$ cat src/rtl/reset_sequencer.sv
// Staged reset release sequencer: debounced board button, software request, and power-on reset
// feed a HOLD -> STAGE1 -> STAGE2 -> RUN sequence that frees peripherals, memory, then the CPU.
module reset_sequencer #(
    parameter int SYNC_STAGES     = 2,
    parameter int DEBOUNCE_CYCLES = 16,
    parameter int HOLD_CYCLES     = 8,
    parameter int STAGE_CYCLES    = 4
) (
    input  logic       clk,
    input  logic       reset,
    input  logic       button_n_i,
    input  logic       sw_reset_i,
    output logic       periph_reset_o,
    output logic       mem_reset_o,
    output logic       cpu_reset_o,
    output logic       cpu_resetn_o,
    output logic       boot_done_o,
    output logic [1:0] reset_cause_o
);

    localparam int MAX_CYCLES = (HOLD_CYCLES > STAGE_CYCLES) ? HOLD_CYCLES : STAGE_CYCLES;
    localparam int CNT_W      = (MAX_CYCLES > 1) ? $clog2(MAX_CYCLES) : 1;
    localparam int DB_W       = (DEBOUNCE_CYCLES > 1) ? $clog2(DEBOUNCE_CYCLES) : 1;

    localparam logic [1:0] CAUSE_POWER_ON = 2'b00;
    localparam logic [1:0] CAUSE_BUTTON   = 2'b01;
    localparam logic [1:0] CAUSE_SOFTWARE = 2'b10;

    typedef enum logic [1:0] {
        HOLD   = 2'b00,
        STAGE1 = 2'b01,
        STAGE2 = 2'b10,
        RUN    = 2'b11
    } state_t;

    logic [SYNC_STAGES-1:0] sync_q;
    logic                   synced_pressed;
    logic                   db_pressed;
    logic                   db_pressed_d;
    logic [DB_W-1:0]        db_cnt;
    logic                   press_event;
    logic                   button_req;
    logic                   req;

    state_t                 state_q, state_next;
    logic [CNT_W-1:0]       cnt_q, cnt_next;
    logic                   periph_next, mem_next, cpu_next, boot_next;
    logic [1:0]             cause_next;

    // Flops reset to 1 so a released button is seen while the chain fills.
    always_ff @(posedge clk or posedge reset) begin
        if (reset) begin
            sync_q <= '1;
        end else begin
            sync_q <= {sync_q[SYNC_STAGES-2:0], button_n_i};
        end
    end

    assign synced_pressed = ~sync_q[SYNC_STAGES-1];

    always_ff @(posedge clk or posedge reset) begin
        if (reset) begin
            db_pressed   <= 1'b0;
            db_pressed_d <= 1'b0;
            db_cnt       <= '0;
        end else begin
            db_pressed_d <= db_pressed;
            if (synced_pressed != db_pressed) begin
                if (db_cnt == DB_W'(DEBOUNCE_CYCLES - 1)) begin
                    db_pressed <= synced_pressed;
                    db_cnt     <= '0;
                end else begin
                    db_cnt <= db_cnt + DB_W'(1);
                end
            end else begin
                db_cnt <= '0;
            end
        end
    end

    assign press_event = db_pressed & ~db_pressed_d;
    assign button_req  = press_event | db_pressed;
    assign req         = button_req | sw_reset_i;

    always_ff @(posedge clk or posedge reset) begin
        if (reset) begin
            state_q        <= HOLD;
            cnt_q          <= '0;
            periph_reset_o <= 1'b1;
            mem_reset_o    <= 1'b1;
            cpu_reset_o    <= 1'b1;
            boot_done_o    <= 1'b0;
            reset_cause_o  <= CAUSE_POWER_ON;
        end else begin
            state_q        <= state_next;
            cnt_q          <= cnt_next;
            periph_reset_o <= periph_next;
            mem_reset_o    <= mem_next;
            cpu_reset_o    <= cpu_next;
            boot_done_o    <= boot_next;
            reset_cause_o  <= cause_next;
        end
    end

    // A request overrides every state; otherwise each stage counts out and releases one reset.
    always_comb begin
        state_next  = state_q;
        cnt_next    = cnt_q;
        periph_next = periph_reset_o;
        mem_next    = mem_reset_o;
        cpu_next    = cpu_reset_o;
        boot_next   = boot_done_o;
        cause_next  = reset_cause_o;

        if (req) begin
            state_next  = HOLD;
            cnt_next    = '0;
            periph_next = 1'b1;
            mem_next    = 1'b1;
            cpu_next    = 1'b1;
            boot_next   = 1'b0;
            cause_next  = button_req ? CAUSE_BUTTON : CAUSE_SOFTWARE;
        end else begin
            case (state_q)
                HOLD: begin
                    if (cnt_q == CNT_W'(HOLD_CYCLES - 1)) begin
                        periph_next = 1'b0;
                        cnt_next    = '0;
                        state_next  = STAGE1;
                    end else begin
                        cnt_next = cnt_q + CNT_W'(1);
                    end
                end
                STAGE1: begin
                    if (cnt_q == CNT_W'(STAGE_CYCLES - 1)) begin
                        mem_next   = 1'b0;
                        cnt_next   = '0;
                        state_next = STAGE2;
                    end else begin
                        cnt_next = cnt_q + CNT_W'(1);
                    end
                end
                STAGE2: begin
                    if (cnt_q == CNT_W'(STAGE_CYCLES - 1)) begin
                        cpu_next   = 1'b0;
                        boot_next  = 1'b1;
                        state_next = RUN;
                    end else begin
                        cnt_next = cnt_q + CNT_W'(1);
                    end
                end
                RUN: begin
                    state_next = RUN;
                end
                default: begin
                    state_next  = HOLD;
                    cnt_next    = '0;
                    periph_next = 1'b1;
                    mem_next    = 1'b1;
                    cpu_next    = 1'b1;
                    boot_next   = 1'b0;
                end
            endcase
        end
    end

    assign cpu_resetn_o = ~cpu_reset_o;

endmodule
$ cat config.mk
export PLATFORM = sky130hd
export DESIGN_NAME = reset_sequencer
export DESIGN_NICKNAME = d
export VERILOG_FILES = /design/src/rtl/reset_sequencer.sv
export SDC_FILE = /design/constraint.sdc
export NUM_CORES = 1
export LEC_CHECK = 0
export ABC_CLOCK_PERIOD_IN_PS = 2400
export CORE_UTILIZATION = 55
export DETAILED_ROUTE_END_ITERATION = 10
export PLACE_DENSITY = 0.8
export SLEW_MARGIN = 20
export SYNTH_ARGS = -nofsm -noshare
export SYNTH_HDL_FRONTEND = slang
export SYNTH_SLANG_ARGS = --single-unit
$ cat constraint.sdc
create_clock -name clk -period 2.4 [get_ports clk]
set_input_delay 0.48 -clock clk [delete_from_list [all_inputs] [get_ports clk]]
set_output_delay 0.48 -clock clk [all_outputs]
set_load 0.02 [all_outputs]
==> flow_metrics.py <==
metrics = {
    "critical_path": {
        "critPathKind": "register to output port",
        "slowest_delay_ns": 0.60,
        "worstPathCellList": "clkdlybuf4s50_1",
        "cp-end-kind": "output port",
        "ff2ff_setup_slack_ns": 0.78,
        "critPathSlowestCell": "clkdlybuf4s50_1",
        "cp.required_ns": 1.92,
        "start_kind": "register",
        "path_buf_inv": 1,
        "cp_max_fo": 3,
        "crit_family": "buffers and inverters",
        "cp.arrival_ns": 1.46,
    },
    "routing": {
        "drtPass1Iterations": 4,
        "wl_met2_um": 835,
        "viasPerCell": 5.66,
        "routedWlPerCell_um": 14.2,
        "final_antenna_net_count": 0,
        "drc_errors": 0,
        "routed.top_layer": "met4",
        "met1_length_um": 769,
        "drtIter0Drc": 18,
        "dr_wl_met3_um": 87,
        "num_vias": 685,
        "routed_wl_mm": 1.72,
    },
    "global_route": {
        "track_usage_pct": 19.6,
        "grt-ovfl-total": 0,
        "grt_antenna_before_repair": 0,
        "grt_start_max_net_pins": 19,
        "grt_pass1_vias": 654,
        "grt_pass1_wl_mm": 2.70,
    },
    "floorplanning": {
        "start_util_pct": 59.6,
        "die_area_um2": 1820,
        "core_area_um2": 1520,
        "ioPinCount": 11,
        "row_count": 14,
        "dieHeight_um": 42.6,
        "fp.dieW_um": 42.6,
    },
    "clocking": {
        "cts_tree": "built",
        "htreeDepth": 1,
        "clockBufferDepth": 2,
        "cts-resized-gates": 0,
        "numCtsBuffers": 3,
        "cts-root-buf": "clkbuf_4",
        "path_clk_slew_ns": 0.11,
        "cts_setup_buffers": 0,
        "clock-sinks": 18,
        "ctsHoldBuffers": 0,
        "clock_latency_ns": 0.30,
    },
    "place": {
        "routabilityCongestion": 0.801,
        "placed_area_um2": 1020,
        "place_hpwl_mm": 1.20,
        "place_inst": 117,
        "dpl_worst_slack_ns": 0.785,
        "io_buffers": 10,
    },
    "timing": {
        "post-route-period-util_pct": 81.0,
        "hold_viol_final": 0,
        "finClkSkew_ns": 0.00696,
        "finalMaxSlewViolations": 0,
        "relSlewSlack_pct": 55.5,
        "min_period_ns": 1.94,
        "layout_setup_ws_ns": 0.457,
        "setup_tns_ns": 0,
        "setup_viol": 0,
        "worst_slew_pin_slew_ns": 0.666,
        "rsz0062_at_grt": "no",
        "fmax_mhz": 515,
    },
    "power_and_ir_drop": {
        "combPwrFrac_pct": 39.9,
        "ir_worst_vdd_uv": 689,
        "finalPower_uw": 935,
        "p_clk_share_pct": 20.3,
        "power_frac_seq_pct": 39.8,
        "p_sw_share_pct": 37.6,
        "switchingPower_uw": 352,
        "p_int_uw": 583,
        "p_leak_uw": 0.000496,
        "p_per_area_nw_per_um2": 881,
    },
    "synth": {
        "synth-async-reset-ratio_pct": 100,
        "syn_inst": 92,
        "synth_area_leaders": "dfrtp_1 (36%), dfstp_2 (14%), ha_1 (9.6%), inv_1 (4.5%), nand2_1 (3.7%)",
        "ys_types": 29,
        "syn-cell-area_um2": 908,
        "yosysWarnings": 0,
        "synth_top_area_share_pct": 35.8,
        "synth_edf_count": 0,
        "ys_dominant_reg_cell": "dfrtp_1",
        "synth_largest_area_cell": "dfrtp_1",
        "syn-mean-instance-area_um2": 9.87,
        "synth_seq_cells": 18,
        "seq_area_frac_synth_pct": 50.3,
        "synthesis.nets": 103,
    },
    "worst_hold_path": {
        "hold_path_class": "register to register",
    },
    "finish": {
        "layoutNonFillerInstCount": 121,
        "syn2layout_area_growth_pct": 16.8,
        "drive_above_1_share_pct": 11.4,
        "antennaDiodeCount": 0,
        "fin_area_um2": 1060,
        "final_nets": 117,
    },
    "flow_run": {
        "cap_violations": 0,
    },
    "outcome": {
        "status": "complete, no violations",
    },
}
==> registers in the layout (all words and copies together), names as in the netlist <==
signal          count
boot_done_o         1
cnt_q               3
cpu_reset_o         1
db_cnt              4
db_pressed          1
mem_reset_o         1
periph_reset_o      1
reset_cause_o       2
state_q             2
sync_q              2
==> final cells by class <==
| class | instances | area, um2 |
|---|---|---|
| Inverter | 11 | 41.3 |
| Fill cell | 116 | 463 |
| Timing Repair Buffer | 10 | 100 |
| Multi-Input combinational cell | 62 | 407 |
| Tap cell | 16 | 20.0 |
| Clock buffer | 4 | 36.3 |
| Sequential cell | 18 | 457 |
==> per-stage QoR <==
step / hold WS (ns) / utilization [%]
2_1_floorplan: 0.345 / -
3_3_place_gp: 0.347 / 67.2
3_5_place_dp: 0.351 / 67.2
4_1_cts: 0.367 / 69.6
5_1_grt: 0.369 / 69.6
6_report: 0.363 / 69.6
==> synth_stat cells (2+ instances only) <==
master    count
a21oi_1       6
dfrtp_1      13
a21o_1        2
dfstp_2       5
nand3_1       4
inv_1        11
o21ai_0       4
nand2_1       9
o21ai_1       3
nand2b_1      2
nor2_1        9
ha_1          7
==> placed cells by master, fill, tap and decap left out <==
master,instances
a211oi_1,1
nand3_1,4
a221oi_2,1
clkdlybuf4s50_1,10
o21ai_0,4
nor3b_1,1
nand3b_1,1
nor2_1,9
o21ai_1,3
nand2_1,9
inv_1,11
o31ai_2,1
nor2_4,1
xnor2_1,1
a22oi_1,1
a21oi_1,6
nand2b_1,2
or2_1,1
nand4b_1,1
xor2_1,1
clkbuf_8,1
a32oi_1,1
a31o_1,1
or3_1,1
ha_1,7
a21o_1,2
clkbuf_4,3
dfstp_2,5
dfrtp_1,13
nor2b_1,1
o31ai_1,1
==> metal layers <==
layer / vias to the layer above / GRT usage [%]
met5: - / 0
met4: 0 / 5.63
met3: 3 / 2.59
met2: 24 / 34.2
met1: 321 / 25.1
li1: 337 / -
==> path summary, 6_finish.rpt <==
path / endpoint / cells after the start / startpoint
setup / recovery: cpu_reset_o / 1 / cpu_reset_o
hold / removal: sync_q[1] / 0 / sync_q[0]
setup reg to reg: state_q[1] / 6 / state_q[0]
hold reg to reg: sync_q[1] / 0 / sync_q[0]
max in group asynchronous: db_cnt[3] / 2 / reset
min in group asynchronous: cnt_q[1] / 2 / reset
==> power by group through the flow <==
stage	logic, uW	registers (uW)	clock network, uW
2_1_floorplan	290	372	0
3_3_place_gp	350	374	0
3_5_place_dp	362	377	0
4_1_cts	371	371	197
5_1_grt	409	377	201
6_report	373	372	190
==> cells by family (layout without fill, tap and decap cells) <==
kind of cell | after synthesis | count (layout) | share of synthesized area, %
AND/OR/NAND/NOR | 31 | 31 | 16.9
AO/OA/AOI/OAI | 22 | 22 | 16.3
flip-flops | 18 | 18 | 50.3
buffers and inverters | 12 | 25 | 4.96
adder cells (fa/ha/maj) | 7 | 7 | 9.64
XOR/XNOR | 2 | 2 | 1.93
No activity file was read; power rests on OpenSTA's default activity.
